**src/rtl/bin2bcd_seq_conv.sv**
```systemverilog
// bin2bcd_seq_conv: sequential shift-add-3 (double-dabble) binary-to-BCD
// converter feeding the 4-digit seven-segment display driver.
// Output packing is {hundreds[1:0], tens[3:0], ones[3:0]}; it relies on
// the 8-bit input never exceeding 255, so the hundreds digit fits in 2 bits.
// Optional build macro BIN2BCD_CONTINUOUS_EN: ignore start and self-start a
// new conversion every time the block is idle, refreshing bcd every 9 cycles.
module bin2bcd_seq_conv #(
  parameter int WIDTH = 8,
  parameter int BCD_W = 10
) (
  input  logic             clk,
  input  logic             clr,
  input  logic             start,
  input  logic [WIDTH-1:0] bin,
  output logic             busy,
  output logic             done,
  output logic [BCD_W-1:0] bcd
);

  localparam int SCR_W = 12 + WIDTH;
  localparam int CNT_W = $clog2(WIDTH);
  localparam logic [CNT_W-1:0] LAST = CNT_W'(WIDTH - 1);

  localparam logic S_IDLE  = 1'b0;
  localparam logic S_SHIFT = 1'b1;

  logic             state_q, state_d;
  logic [CNT_W-1:0] cnt_q, cnt_d;
  logic [SCR_W-1:0] scr_q, scr_d;
  logic [BCD_W-1:0] bcd_q, bcd_d;
  logic             done_q, done_d;
  logic             start_eff;
  logic [SCR_W-1:0] scr_corr;
  logic [SCR_W-1:0] scr_shift;

  // Correct a BCD digit so that the following left shift carries correctly.
  function automatic logic [3:0] add3(input logic [3:0] n);
    return (n >= 4'd5) ? (n + 4'd3) : n;
  endfunction

`ifdef BIN2BCD_CONTINUOUS_EN
  logic unused_start;
  assign unused_start = start;
  assign start_eff    = 1'b1;
`else
  assign start_eff    = start;
`endif

  // All three digits are tested on their pre-shift values, then the whole
  // scratch word (BCD digits above the remaining binary bits) shifts by one.
  assign scr_corr  = {add3(scr_q[WIDTH+11:WIDTH+8]),
                      add3(scr_q[WIDTH+7:WIDTH+4]),
                      add3(scr_q[WIDTH+3:WIDTH]),
                      scr_q[WIDTH-1:0]};
  assign scr_shift = scr_corr << 1;

  // Next-state logic: load on accepted start, iterate WIDTH shifts, publish.
  always_comb begin
    state_d = state_q;
    cnt_d   = cnt_q;
    scr_d   = scr_q;
    bcd_d   = bcd_q;
    done_d  = 1'b0;
    case (state_q)
      S_IDLE: begin
        if (start_eff) begin
          scr_d   = {12'b0, bin};
          cnt_d   = '0;
          state_d = S_SHIFT;
        end
      end
      S_SHIFT: begin
        scr_d = scr_shift;
        cnt_d = cnt_q + CNT_W'(1);
        if (cnt_q == LAST) begin
          // Hundreds digit is at most 2, so dropping its top two bits is lossless.
          bcd_d   = scr_shift[WIDTH+BCD_W-1:WIDTH];
          done_d  = 1'b1;
          state_d = S_IDLE;
        end
      end
      default: state_d = S_IDLE;
    endcase
  end

  // State and datapath registers; async reset aborts any conversion in flight.
  always_ff @(posedge clk or negedge clr) begin
    if (!clr) begin
      state_q <= S_IDLE;
      cnt_q   <= '0;
      scr_q   <= '0;
      bcd_q   <= '0;
      done_q  <= 1'b0;
    end else begin
      state_q <= state_d;
      cnt_q   <= cnt_d;
      scr_q   <= scr_d;
      bcd_q   <= bcd_d;
      done_q  <= done_d;
    end
  end

  assign busy = (state_q == S_SHIFT);
  assign done = done_q;
  assign bcd  = bcd_q;

endmodule

```
**config.mk**
```make
export PLATFORM = sky130hd
export DESIGN_NAME = bin2bcd_seq_conv
export DESIGN_NICKNAME = d
export VERILOG_FILES = /design/src/rtl/bin2bcd_seq_conv.sv
export SDC_FILE = /design/constraint.sdc
export NUM_CORES = 1
export LEC_CHECK = 0
export CORE_MARGIN = 10
export CORE_UTILIZATION = 59
export CTS_CLUSTER_SIZE = 28
export DETAILED_ROUTE_END_ITERATION = 10
export PLACE_DENSITY_LB_ADDON = 0.15
export SLEW_MARGIN = 20
export SYNTH_ARGS = -nofsm -noshare
export SYNTH_HDL_FRONTEND = slang
export SYNTH_SLANG_ARGS = --single-unit
```
**constraint.sdc**
```tcl
create_clock -name clk -period 4 [get_ports clk]
set_input_delay 0.8 -clock clk [delete_from_list [all_inputs] [get_ports clk]]
set_output_delay 0.8 -clock clk [all_outputs]
set_load 0.1 [all_outputs]
```
# == After elaboration in Yosys (flattened, before gate mapping) ==
# Cells that the tools add are included.
# word_totals
romBits,0
latchBits,0
inputBits,11
mem_count,0
mem_bits_rw,0
reg_bits,35
elab_cells,28
# op_classes
n_reduce_logical,1
div,0
muxes,12
n_bitwise,1
eq_ne,2
n_lt_le_gt_ge,3
add_sub_neg,4
mul,0
n_shift,0
# op_table
op,n
$pmux 20 s2,1
$mux 20,1
$ge 4x3->1 const B,3
$add 4x2->4 const B,2
$mux 4,2
$mux 3,2
$pmux 3 s2,1
$mux 1,4
$add 3x1->3 const B,1
$add 3x2->3 const B,1
$eq 3x3->1 const B,1
$ne 2x2->1 const B,1
$pmux 1 s2,1
$reduce_and 2->1,1
$not 1->1,1

# == Depth between registers and ports, before layout ==
# Gate-level depths: netlist (run 1).
# depth
depth_word,3
mapped_depth,6
ltp_nobuf,6

# == Least setup slack after synthesis (run 1) ==
# Ideal clock, no wire load.
# synth_path
path_kind,register to register
start,register state_q (netlist: busy)
end,register bcd_q[4] (netlist: bcd[4])
stages_incl_launch_ff,5
period_less_slack_ns,1.873
path_slack_ns,2.127
setup_time_ns,0.069
t_arrival_ns,1.804
required_time_ns,3.931
path_cell_list,dfrtp_1 buf_6 nand2_4 or4_1 nand3_1
# synth_between
elab_chain_len,1
# synth_rtl
item,line,rtl
from (decl),27,"logic state_q, state_d;"
from (signal assigned),95,state_q <= state_d;
$reduce_and 2->1 (no source line),--,
to (signal assigned),92,bcd_q <= '0;
to (signal assigned),98,bcd_q <= bcd_d;
to (decl),30,"logic [BCD_W-1:0] bcd_q, bcd_d;"
# No other way between the ends.
# A chain may end at the register's enable or synchronous reset.

# == Worst setup path after layout (run 1) ==
# layout_path
start,register bcd_q[5] (netlist: bcd[5])
end,output port bcd[5]
# layout_lines
item,line,rtl
to (decl),17,output logic [BCD_W-1:0] bcd
# No word-level cell between the ends.

==> flow_summary_export.csv, run 1 <==
group,metric,value,unit
setup_path,crit_required,3.20,ns
route,first_pass_iters,4,
route,met2_length,1996,um
clock_network,post_cts_buffers,0,
grt,grt_pass1_wl,6906,um
layout,fillCellCount,238,
logic_synthesis,ys_ff_latch,35,
route,m1WireLength,1774,um
sta,finalClockSkew,0.01190,ns
logic_synthesis,netlist.area_leader.share,47.30,%
logic_synthesis,ys_types,37,
floorplanning,std_cell_rows,20,
clock_network,cts_resized,0,
setup_path,cp_top_family,"buffers and inverters",
clock_network,ctsHtreeMaxLevel,2,
route,route.detailed.drc,0,
sta,hold_violations,0,
setup_path,setup.worst_path.class,"reg -> out",
route,top_layer,"met4",
sta,fin_setup_tns,0,ns
logic_synthesis,synth_fp_nets,207,
setup_path,cp_num_cells,1,
clock_network,clk_path_buf_depth,2,
worst_hold_path,holdPathStages,2,
route,routed-wl-met3,270,um
floorplanning,io_pins,23,
setup_path,reg2regPathDepth,6,
setup_path,path_max_fanout,2,
logic_synthesis,synth.avg_cell_area,9.850,um2
clock_network,numClockSinks,35,
place,dp_hpwl,2754,um
sta,rsz0062_at_grt,"no",
grt,track_usage,14.31,%
floorplanning,dieHeight,76.03,um
sta,min_period,2.672,ns
setup_path,slowest_stage,"clkdlybuf4s50_1",
layout,fin_area,2168,um2
clock_network,insertion_delay,0.36,ns
logic_synthesis,synthArstFlopShare,100.0,%
setup_path,path_buf_inv,1,
logic_synthesis,synth_top_area_cell,"dfrtp_1",
logic_synthesis,synthFlopType,"dfrtp_1",
layout,synthToLayoutAreaGrowth,17.09,%
clock_network,clk_pin_slew,0.11,ns
logic_synthesis,synth.area.top_cells,"dfrtp_1, nand2_1, ha_1",
setup_path,setup.worst_path.end_class,"primary output",
route,via_per_inst,5.968,
setup_path,max_stage_delay,1.14,ns
grt,grt_max_degree,40,
route,vias,1492,
sta,setup_violations,0,
setup_path,start_kind,"register",
floorplanning,core_area,3028,um2
place,place.gp.congestion,0.8125,
layout,nets,224,
place,post_dp_cell_area,2067,um2
logic_synthesis,yosys_warnings,0,
place,portBuffers,22,
floorplanning,start_util,61.16,%
layout,num_antenna_cells,0,
floorplanning,dieArea,5780,um2
route,final_antenna_net_count,0,
job,cap_violations,0,
clock_network,cts_hold_buf,0,
clock_network,root_buffer,"clkbuf_4",
floorplanning,die-width,76.03,um
layout,final_layout_size_suffix_gt1_share,5.340,%
sta,fin_crit_sh,66.80,%
grt,grt_pass1_vias,1445,
logic_synthesis,synthCells,188,
setup_path,crit_arrival,1.87,ns
sta,slew_headroom,34.79,%
grt,grt.overflow.total,0,
route,post_drt_wl_per_cell,16.30,um
clock_network,cts_tree,"done",
sta,max_freq,374.3,MHz
route,wl,4074,um
grt,antenna_found_initial,0,
logic_synthesis,synth_seq_area_share,47.30,%
route,drt_iter0_markers,142,
sta,drv_slew,0,
sta,worst_pin_slew,0.9752,ns
logic_synthesis,synth_edf_count,0,
clock_network,cts_inserted_buffers,5,
run_status,status,"completed",
worst_hold_path,min_path_type,"reg -> reg",
setup_path,worstPathCellList,"clkdlybuf4s50_1",
logic_synthesis,netlist_area,1852,um2
cells in the final DEF (no fill, tap or decap), drive strengths merged, types with 4 or more instances in the layout:
cell,Yosys,routed
dfrtp,35,35
nand2,29,29
clkdlybuf4s50,0,21
o21ai,14,14
nand3,12,12
mux2i,9,9
inv,8,8
ha,8,8
a2111o,6,6
clkbuf,5,6
o31ai,5,5
a21oi,4,4
Yosys cell counts (all sizes together) (4+ instances only):
library cell and instances:
o21ai 14, ha 8, a21oi 4, dfrtp 35, inv 8, mux2i 9, nand3 12, o31ai 5
a2111o 6, buf 9, nand2 29, clkbuf 5
path summary, 6_finish.rpt:
check	startpoint	end	slack (ns)
max	bcd[5]	bcd[5]	1.33
min	bcd[3]	bcd[3]	0.49
max reg2reg	cnt_q[0]	bcd[1]	2.05
min reg2reg	bcd[3]	bcd[3]	0.49
max in group asynchronous	clr	scr_q[0]	2.84
min in group asynchronous	clr	bcd[2]	0.83
metrics by stage:
step | std cells | hold WS, ns | util (%) | setup WS, ns
after floorplan | 188 | 0.4492 | - | 2.127
after detailed placement | 242 | 0.4701 | 68.26 | 1.397
final | 250 | 0.4944 | 71.61 | 1.328
after CTS | 250 | 0.4962 | 71.61 | 1.317
after global routing | 250 | 0.5150 | 71.61 | 1.244
after global placement | 242 | 0.4591 | 68.26 | 1.468
layer usage:
layer,vias to the layer above,global-route usage (%)
met5,-,0
met4,0,5.114
met3,5,6.250
met2,41,22.62
met1,717,16.75
li1,729,-
final cells by class:
| class | instances | area, um2 | share of cell area (%) |
|---|---|---|---|
| flip-flops and latches | 35 | 875.8 | 40.39 |
| multi-input cells | 130 | 869.6 | 40.10 |
| repair buffers | 24 | 232.7 | 10.73 |
| clock inverters | 2 | 60.06 | 2.770 |
| well taps | 44 | 55.05 | 2.539 |
| clock buffers | 6 | 41.29 | 1.904 |
| inverters | 9 | 33.78 | 1.558 |
cell families after synthesis:
family,Yosys count,synth area share (%)
adders and majority gates,8,5.406
AOI/OAI and AO/OA,52,20.47
buffers and inverters,23,5.743
muxes,9,4.865
DFF,35,47.30
and+or+nand+nor,61,16.22
state kept, by name, summed over array words and instances, names as in the netlist:
register / count
busy: 1
scr_q: 20
done: 1
bcd: 10
cnt_q: 3
Power of run 1 is left out: the tool's default activity adds up to more than one toggle a clock period on the data nets, which glitch-free logic cannot reach.
==> run 2, diff against run 1 <==
--- a/config.mk
+++ b/config.mk
@@ -6,7 +6,7 @@
 export NUM_CORES = 1
 export LEC_CHECK = 0
 export CORE_MARGIN = 10
-export CORE_UTILIZATION = 59
+export CORE_UTILIZATION = 55
 export CTS_CLUSTER_SIZE = 28
 export DETAILED_ROUTE_END_ITERATION = 10
 export PLACE_DENSITY_LB_ADDON = 0.15
==> constraint.sdc (replaced) <==
create_clock -name clk -period 2.7 [get_ports clk]
set_input_delay 0.54 -clock clk [delete_from_list [all_inputs] [get_ports clk]]
set_output_delay 0.54 -clock clk [all_outputs]
set_load 0.1 [all_outputs]
==> flow_summary_export.csv, run 2 (synthesis gave the netlist of run 1 again) <==
group,metric,value,unit
setup_path,crit_arrival,2.17,ns
floorplanning,std_cell_rows,21,
floorplanning,core_area,3284,um2
grt,top_usage_layer,"met2",
clock_network,numClockSinks,35,
route,final_antenna_net_count,0,
sta,hold_ws,0.4875,ns
place,portBuffers,22,
layout,largest_reg_flops,20,
floorplanning,dieArea,6088,um2
grt,grt_use_met3,4.556,%
route,drt_iter0_markers,217,
clock_network,cts_resized,0,
sta,finalClockSkew,0.005320,ns
setup_path,crit_required,2.90,ns
layout,num_antenna_cells,0,
sta,setup_violations,0,
clock_network,cts_tree,"done",
sta,fin_setup_tns,0,ns
floorplanning,io_pins,23,
place,dp_cells,245,
sta,hold_violations,0,
setup_path,setup.worst_path.end_class,"register",
sta,max_freq,507.5,MHz
sta,fin_crit_sh,72.98,%
floorplanning,dieHeight,78.03,um
worst_hold_path,min_path_type,"reg -> reg",
layout,regMostFlops,"scr_q",
setup_path,setup.worst_path.class,"reg -> reg",
layout,nets,225,
floorplanning,start_util,56.38,%
grt,grt_pass1_wl,6810,um
job,cap_violations,0,
clock_network,cts_hold_buf,0,
clock_network,cts_inserted_buffers,5,
layout,stdcell_count,252,
clock_network,insertion_delay,0.34,ns
setup_path,max_stage_delay,0.42,ns
route,post_drt_wl_per_cell,16.02,um
grt,met2_usage,21.31,%
grt,grt.overflow.total,0,
route,route.detailed.drc,0,
grt,use_met1,16.67,%
setup_path,cp_common_cell,"ha_1",
sta,min_period,1.970,ns
grt,grt_pass1_vias,1505,
sta,drv_slew,0,
setup_path,worstPathCellList,"ha_1 > ha_1 > nand2_4 > clkinv_1 > a31oi_1 > o311ai_0",
layout,synthToLayoutAreaGrowth,14.39,%
grt,track_usage,13.57,%
layout,postLayoutCoreUtil,64.50,%
setup_path,start_kind,"register",
grt,grt_max_degree,36,
sta,rsz0062_at_grt,"no",
route,vias,1524,
clock_network,clk_path_buf_depth,2,
run_status,status,"completed",
setup_path,slowest_stage,"dfrtp_1",
route,via_per_inst,6.048,
route,first_pass_iters,4,
grt,antenna_found_initial,0,
floorplanning,die-width,78.03,um
layout,mostFrequentLayoutCells,"dfrtp_1, nand2_1, buf_4",
clock_network,post_cts_buffers,0,
layout,layout_commonest_cell,"dfrtp_1",
place,place.gp.congestion,0.7988,
sta,worst_pin_slew,0.5954,ns
setup_path,cp_top_family,"adder cells",
clock_network,clk_pin_slew,0.10,ns
setup_path,path_max_fanout,19,
clock_network,ctsHtreeMaxLevel,2,
setup_path,path_buf_inv,1,
clock_network,root_buffer,"clkbuf_4",
sta,slew_headroom,60.27,%
layout,final_layout_size_suffix_gt1_share,11.17,%
route,wl,4036,um
place,dp_hpwl,2826,um
[run 2: cell types whose count changed in the layout (fill, tap and decap cells not counted), sizes merged]
| cell | previous run | this run |
|---|---|---|
| buf | 3 | 15 |
| bufinv | 2 | 0 |
| clkdlybuf4s50 | 21 | 10 |
| clkinv | 1 | 2 |
[run 2: metrics by stage]
stage	cell area (um2)	setup WS [ns]
floorplan	1852	0.8267
global placement	2062	0.7698
detailed placement	2062	0.7171
CTS	2118	0.7451
global route	2118	0.6013
finish	2118	0.7296
[run 2: area by class of cell]
cell class	count	area, um2
fill	281	1166
sequential	35	875.8
multi-input combinational	130	869.6
timing repair buffer	25	225.2
tap	46	57.56
clock buffer	6	51.30
inverter	9	33.78
clock inverter	1	5.005
[run 2: worst paths after layout]
path	startpoint	to	slack (ns)	cells past startpoint
worst max-delay path	cnt_q[0]	bcd[1]	0.73	6
worst min-delay path	bcd[2]	bcd[2]	0.49	2
worst max register to register	cnt_q[0]	bcd[1]	0.73	6
worst min register to register	bcd[2]	bcd[2]	0.49	2
max in group asynchronous	clr	scr_q[1]	1.79	2
min in group asynchronous	clr	bcd[2]	0.59	2
[run 2: layer usage]
metal  share of wire (%)  vias to the layer above
met4                 2.0                        0
li1                    -                      725
met3                 3.7                        7
met1                  46                      766
met5                   0                        -
met2                  48                       26
[run 2: worst reg2reg max path, cell delays in order (launching register included)]
cell and delay, ns:
dfrtp_1 0.42, ha_1 0.21, ha_1 0.27, nand2_4 0.22
clkinv_1 0.29, a31oi_1 0.26, o311ai_0 0.16
Power of run 2 is left out for the same reason.
==> run 3, diff against run 2 <==
==> constraint.sdc (replaced) <==
create_clock -name clk -period 2 [get_ports clk]
set_input_delay 0.4 -clock clk [delete_from_list [all_inputs] [get_ports clk]]
set_output_delay 0.4 -clock clk [all_outputs]
set_load 0.1 [all_outputs]
==> flow_summary_export.csv, run 3 (synthesis gave the netlist of run 1 again) <==
group,metric,value,unit
floorplanning,die-width,78.03,um
place,dp_hpwl,2935,um
sta,hold_violations,0,
setup_path,r2r_setup_slack,0.15,ns
clock_network,cts_inserted_buffers,5,
grt,grt.overflow.total,0,
route,first_pass_iters,4,
worst_hold_path,min_path_type,"in -> async",
place,place_ws,0.1712,ns
job,cap_violations,0,
sta,finalClockSkew,0.009720,ns
clock_network,clk_pin_slew,0.11,ns
route,via_per_inst,5.953,
layout,num_antenna_cells,0,
clock_network,cts_hold_buf,0,
setup_path,setup.worst_path.class,"reg -> reg",
floorplanning,std_cell_rows,21,
layout,ff_latch_area,875.8,um2
layout,mostFrequentLayoutCells,"dfrtp_1, nand2_1, buf_4",
clock_network,insertion_delay,0.34,ns
route,wl,4202,um
layout,final_layout_size_suffix_gt1_share,12.44,%
route,post_drt_wl_per_cell,16.48,um
setup_path,path_max_fanout,19,
setup_path,reg2regPathDepth,6,
setup_path,crit_required,2.20,ns
clock_network,clk_path_buf_depth,2,
setup_path,setup.worst_path.end,"bcd[5]",
grt,track_usage,14.07,%
setup_path,r2r-start,"cnt_q[0]",
sta,fin_setup_tns,0,ns
sta,min_period,1.851,ns
layout,fillCellCount,288,
setup_path,crit_start,"cnt_q[0]",
clock_network,ctsHtreeMaxLevel,2,
grt,antenna_found_initial,0,
sta,hold_ws,0.4652,ns
clock_network,root_buffer,"clkbuf_4",
place,place.gp.congestion,0.8561,
grt,grt_pass1_wl,7065,um
layout,layout_commonest_cell,"dfrtp_1",
sta,drv_slew,0,
clock_network,post_cts_buffers,0,
floorplanning,core_area,3284,um2
route,route.detailed.drc,0,
clock_network,cts_resized,0,
sta,max_freq,540.1,MHz
setup_path,crit_arrival,2.05,ns
sta,fin_crit_sh,92.57,%
floorplanning,dieArea,6088,um2
layout,regMostFlops,"scr_q",
setup_path,start_kind,"register",
setup_path,setup.worst_path.end_class,"register",
route,drt_iter0_markers,162,
grt,grt_pass1_vias,1488,
route,final_antenna_net_count,0,
run_status,status,"completed",
floorplanning,io_pins,23,
route,vias,1518,
sta,fin_ws,0.1486,ns
sta,worst_pin_slew,0.5186,ns
sta,rsz0062_at_grt,"no",
layout,largest_reg_flops,20,
layout,multi_input_area,869.6,um2
setup_path,rr_endpoint,"bcd[5]",
layout,nets,227,
floorplanning,start_util,56.38,%
floorplanning,dieHeight,78.03,um
sta,slew_headroom,65.39,%
layout,synthToLayoutAreaGrowth,15.00,%
clock_network,cts_tree,"done",
clock_network,numClockSinks,35,
grt,grt_max_degree,36,
sta,setup_violations,0,
place,portBuffers,22,
==> run 3: changes by cell type in the layout (fill, tap and decap cells not counted), sizes merged <==
cell | previous run | this run
buf | 15 | 17
clkbuf | 6 | 5
clkinv | 2 | 4
==> run 3: worst min path at each step <==
stage | endpoint | slack (ns) | start
6_report | bcd[2] | 0.47 | clr
4_1_cts | bcd[3] | 0.48 | clr
5_1_grt | bcd[3] | 0.47 | clr
2_1_floorplan | bcd[0] | 0.10 | clr
3_5_place_dp | scr_q[3] | 0.47 | scr_q[2]
3_3_place_gp | scr_q[3] | 0.46 | scr_q[2]
==> run 3: area by class of cell <==
cell class	instances	share of cell area [%]
clock inverter	3	0.7051
multi-input combinational	130	40.83
inverter	9	1.586
sequential	35	41.13
timing repair buffer	27	11.28
clock buffer	5	1.763
tap	46	2.703
==> run 3: critical path, stage by stage, from the launching register on <==
cell,delay [ns]
dfrtp_1,0.40
ha_1,0.20
ha_1,0.25
nand2_4,0.21
clkinv_1,0.26
a31oi_1,0.23
o311ai_0,0.16
==> run 3: layer usage <==
metal	wire, um	up-vias	global-route usage [%]
met5	0	-	0
met4	38	0	3.943
met3	234	6	5.581
met2	2101	35	22.80
met1	1828	745	17.00
li1	-	732	-
==> run 3: stage by stage <==
| step | util [%] | cell area [um2] | std cells |
|---|---|---|---|
| after floorplan | - | 1852 | 188 |
| after global placement | 63.24 | 2077 | 247 |
| after detailed placement | 63.24 | 2077 | 247 |
| after CTS | 64.84 | 2130 | 255 |
| after global routing | 64.84 | 2130 | 255 |
| final | 64.84 | 2130 | 255 |
Power of run 3 is left out for the same reason.
==> RTL change 1: new RTL, settings of run 2 <==
Build with the macro `BIN2BCD_CONTINUOUS_EN` defined.
--- a/src/rtl/bin2bcd_seq_conv.sv
+++ b/src/rtl/bin2bcd_seq_conv.sv
@@ -6,2 +6,4 @@
 // new conversion every time the block is idle, refreshing bcd every 9 cycles.
+`define BIN2BCD_CONTINUOUS_EN
+
 module bin2bcd_seq_conv #(
Check against the original RTL: not equivalent (a bounded check fails within 4 cycles, from zero or initial values).
==> RTL change 1 against run 2 <==
  * Synthesized area down 13%
  * Wire length down 27%
  * First-iteration DRC count down 71%
  * Final area down 13%
  * Setup slack better by 0.21 ns
  * Non-clock buffer count down 2
  * Sequential cell count unchanged
  * Critical path type is now flop to output pin
==> RTL change 1: results (changes against run 2) <==
Final GP Congestion 0.7800 (-2.4%); ratio of cells with drive above 1 in the final layout 18.24% (+7.1 points); Worst path top cell family by delay flip-flops; Slew HR 70.45% (+10 points); CP max FO 10 (-9); HPWL Detailed 2101 um (-26%); Total Wirelength 2964 um (-27%); Max Clock Skew 0.01430 ns (+0.008980 ns); DRT Pass-1 Iters 3 (-1); first-pass GRT wire length 5092 um (-25%); status finished clean; post-synth net total 165 (-20%); vias 1105 (-27%); Synth area leaders dfrtp_1 (54%), ha_1 (6.2%), mux2_2 (5.6%), nand2_1 (5.4%), nor3b_1 (2.8%); Via density 5.498 (-9.1%); register area share after synthesis 54.43% (+7.1 points); synth cell count leaders dfrtp_1 (35), nand2_1 (23), ha_1 (8), mux2_2 (8), inv_1 (7); Reg-to-Reg End bcd[9]$_DFFE_PN0P_; Cell Count Post-Placement 193 (-21%); Tot GR Track Use 11.76% (-1.8 points); Iter 0 DRT Violations 63 (-71%); area of the mapped netlist 1609 sq um (-13%); Layout fillers 239 (-15%); RR Startpoint cnt_q[0]$_DFF_PN0_; Port Buffers 21 (-4.5%); Min-Delay Endpoint cnt_q[0]$_DFF_PN0_; pre-CTS WS 1.018 ns (+0.3012 ns); Avg Cell Area, Syn 11.02 sq um (+12%)
RTL change 1: logic make-up (layout without fill, tap and decap cells):
family,count (synthesis),in the layout,share of synthesized area (%)
fa+ha+maj,8,8,6.221
buf+inv,14,38,4.432
flops,35,35,54.43
simple gates,54,54,17.50
mux,10,10,6.843
compound gates,25,25,10.58
RTL change 1: worst max-delay path by stage:
stage / to / slack [ns] / start
2_1_floorplan: bcd[8]$_DFFE_PN0P_ / 0.85 / busy$_DFF_PN0_
3_3_place_gp: bcd[9]$_DFFE_PN0P_ / 1.05 / cnt_q[0]$_DFF_PN0_
3_5_place_dp: bcd[9]$_DFFE_PN0P_ / 1.02 / cnt_q[0]$_DFF_PN0_
4_1_cts: busy / 0.92 / busy$_DFF_PN0_
5_1_grt: bcd[9]$_DFFE_PN0P_ / 0.86 / cnt_q[0]$_DFF_PN0_
6_report: busy / 0.94 / busy$_DFF_PN0_
RTL change 1: metrics by stage:
step           hold slack [ns]  instance area, sq um  utilization (%)
2_1_floorplan           0.2444                  1609                -
3_3_place_gp            0.4207                  1798            64.64
3_5_place_dp            0.4289                  1798            64.64
4_1_cts                 0.4449                  1848            66.44
5_1_grt                 0.4752                  1848            66.44
6_report                0.4449                  1848            66.44
RTL change 1: area by class of cell:
type	instances	share of cell area [%]
sequential	35	47.39
multi-input combinational	97	35.82
timing repair buffer	23	10.56
clock buffer	7	2.437
tap	31	2.099
inverter	7	1.422
clock inverter	1	0.2708
RTL change 1: power groups by stage:
stage,clock [W],sequential [W],combinational [W]
3_5_place_dp,0,0.000631,0.000605
5_1_grt,0.000303,0.000628,0.000622
3_3_place_gp,0,0.000625,0.000600
2_1_floorplan,0,0.00103,0.0000606
4_1_cts,0.000279,0.000620,0.000606
6_report,0.000267,0.000618,0.000600
RTL change 1: per-layer routing:
layer / share of wire (%) / global-route usage [%] / vias to the layer above
li1: - / - / 550
met1: 44 / 12.41 / 531
met2: 50 / 20.55 / 20
met3: 5.7 / 4.521 / 4
met4: 0.78 / 4.762 / 0
met5: 0 / 0 / -
==> RTL change 2: new RTL, flow settings as in run 2 <==
Made on the original files. The output `done` loses its register stage (`done_q` becomes a continuous assignment).
--- a/src/rtl/bin2bcd_seq_conv.sv
+++ b/src/rtl/bin2bcd_seq_conv.sv
@@ -92,3 +92,2 @@
       bcd_q   <= '0;
-      done_q  <= 1'b0;
     end else begin
@@ -98,5 +97,6 @@
       bcd_q   <= bcd_d;
-      done_q  <= done_d;
     end
   end
+
+  assign done_q = done_d;
 
Behaviour: not the same (a bounded check fails within 10 cycles, from zero or initial values).
==> RTL change 2 against run 2 <==
  * Synthesized area decreased by 1.4%
  * Sequential cell count decreased by 1
  * Final area increased by 0.89%
  * Setup slack got worse by 0.45 ns
  * Wire length decreased by 3.8%
  * Critical path depth decreased by 1
  * Largest cell class is now multi-input gates
Power is left out: the tool's default activity adds up to more than one toggle a clock period on the data nets, which glitch-free logic cannot reach.
==> RTL change 2: results (changes against run 2) <==
r2r setup slk 0.85 ns (+0.12 ns); largest reg by FF count scr_q; Worst EP arrival 1.88 ns (-0.29 ns); max reg flops 20 (unchanged); initial antenna violation count 0 (unchanged); clock transition at the registers of the reported paths 0.10 ns (about the same); post-synth net total 206 (-0.48%); Worst Hold Class flop to flop; Tot GR Track Use 13.51% (-0.055 points); largest net degree at the start of global routing 39 (+8.3%); TritonCTS buffer count 5 (unchanged); Min-Delay Startpoint scr_q[3]$_DFFE_PN0P_; slowest cell on the critical path dfrtp_1; hold path cells 2 (unchanged); CTS H-Tree Depth 2 (unchanged); CP peak stage delay approximately 0.41 ns; yosys warns 0 (unchanged); Port Buffers 22 (unchanged); CP max FO 19 (unchanged); Worst Tran Pin Value 0.6262 ns (+0.03082 ns); Yosys cell types 37 (unchanged); DRT Pass-1 Iters 4 (unchanged); ratio of cells with drive above 1 in the final layout 12.56% (+1.4 points); Final GP Congestion 0.8120 (+1.7%); synth cell count leaders dfrtp_1 (34), nand2_1 (28), o21ai_0 (13), nand3_1 (12), mux2i_1 (9); insertion delay of the later-clocked pin in the worst-skew pair 0.33 ns; vias in the first global route 1466 (-2.6%); Total Wirelength 3884 um (-3.8%); CTS Root Cell clkbuf_4; Min-Delay Endpoint scr_q[4]$_DFFE_PN0P_; register area share after synthesis 46.58% (-0.72 points); R2R cell count 4 (-2); RR Startpoint busy$_DFF_PN0_; Synth area leaders dfrtp_1 (47%), nand2_1 (5.8%), ha_1 (5.5%), mux2i_1 (4.9%), a2111o_1 (3.7%); Max Clock Skew 0.008195 ns (+0.002874 ns); Max clock buf depth 2 (unchanged); Iter 0 DRT Violations 208 (-4.1%); HPWL Detailed 2738 um (-3.1%); Layout fillers 245 (-13%); first-pass GRT wire length 6879 um (+1.0%); status finished clean; Reg-to-Reg End scr_q[18]$_DFFE_PN0P_; # diodes 0 (unchanged); Via density 5.960 (-1.4%); Final Net Count 225 (unchanged)
[RTL change 2: cell count changes in the layout (fill, tap and decap cells not counted)]
cell,delta
clkbuf_8,+2
buf_12,+1
clkinv_1,-1
clkinv_2,-1
clkinvlp_4,+1
dfrtp_1,-1
[RTL change 2: cell type report]
cell class	count	area, sq um	area share, %
Clock buffer	8	78.83	3.689
Inverter	9	37.54	1.756
Multi-Input combinational cell	130	869.6	40.69
Sequential cell	34	850.8	39.81
Tap cell	44	55.05	2.576
Timing Repair Buffer	26	245.2	11.48
[RTL change 2: logic make-up after synthesis]
family | share of synthesized area (%)
multiplexers | 4.932
adder cells (fa/ha/maj) | 5.480
AO/OA/AOI/OAI | 20.75
flip-flops | 46.58
buffers and inverters | 5.822
AND/OR/NAND/NOR | 16.44
[RTL change 2: critical path: cells and delay by family, from the launching register on]
| kind | cells | cell delay [ns] |
|---|---|---|
| buf+inv | 2 | 0.48 |
| flops | 1 | 0.41 |
| simple gates | 1 | 0.21 |
| fa+ha+maj | 2 | 0.46 |
[RTL change 2: worst max path at each step]
| stage | start | endpoint | slack [ns] | cells past startpoint |
|---|---|---|---|---|
| after floorplan | busy$_DFF_PN0_ | bcd[1]$_DFFE_PN0P_ | 0.21 | 5 |
| after global placement | cnt_q[0]$_DFFE_PN0P_ | done | 0.61 | 5 |
| after detailed placement | cnt_q[0]$_DFFE_PN0P_ | done | 0.55 | 5 |
| after CTS | cnt_q[0]$_DFFE_PN0P_ | done | 0.15 | 5 |
| after global routing | cnt_q[0]$_DFFE_PN0P_ | done | 0.11 | 5 |
| final | cnt_q[0]$_DFFE_PN0P_ | done | 0.28 | 5 |
[RTL change 2: repair_timing]
item                                   4_1_cts  5_1_grt
setup endpoints to repair                    0        1
endpoints found under the hold margin        0        0
buffers inserted                             0        0
gates resized for setup                      0        1
[RTL change 2: metal layers]
metal	global-route usage [%]	wire, um
met1	17.66	1738
met2	20.56	1895
met3	3.687	240
met4	5.474	10
met5	0	0
[RTL change 2: stage by stage]
step	hold WS, ns	cells	area, sq um	worst slack (ns)
after floorplan	0.2444	187	1827	0.2076
after global placement	0.4607	243	2054	0.6102
after detailed placement	0.4739	243	2054	0.5498
after CTS	0.4982	251	2133	0.1542
after global routing	0.5282	251	2137	0.1057
final	0.4921	251	2137	0.2774
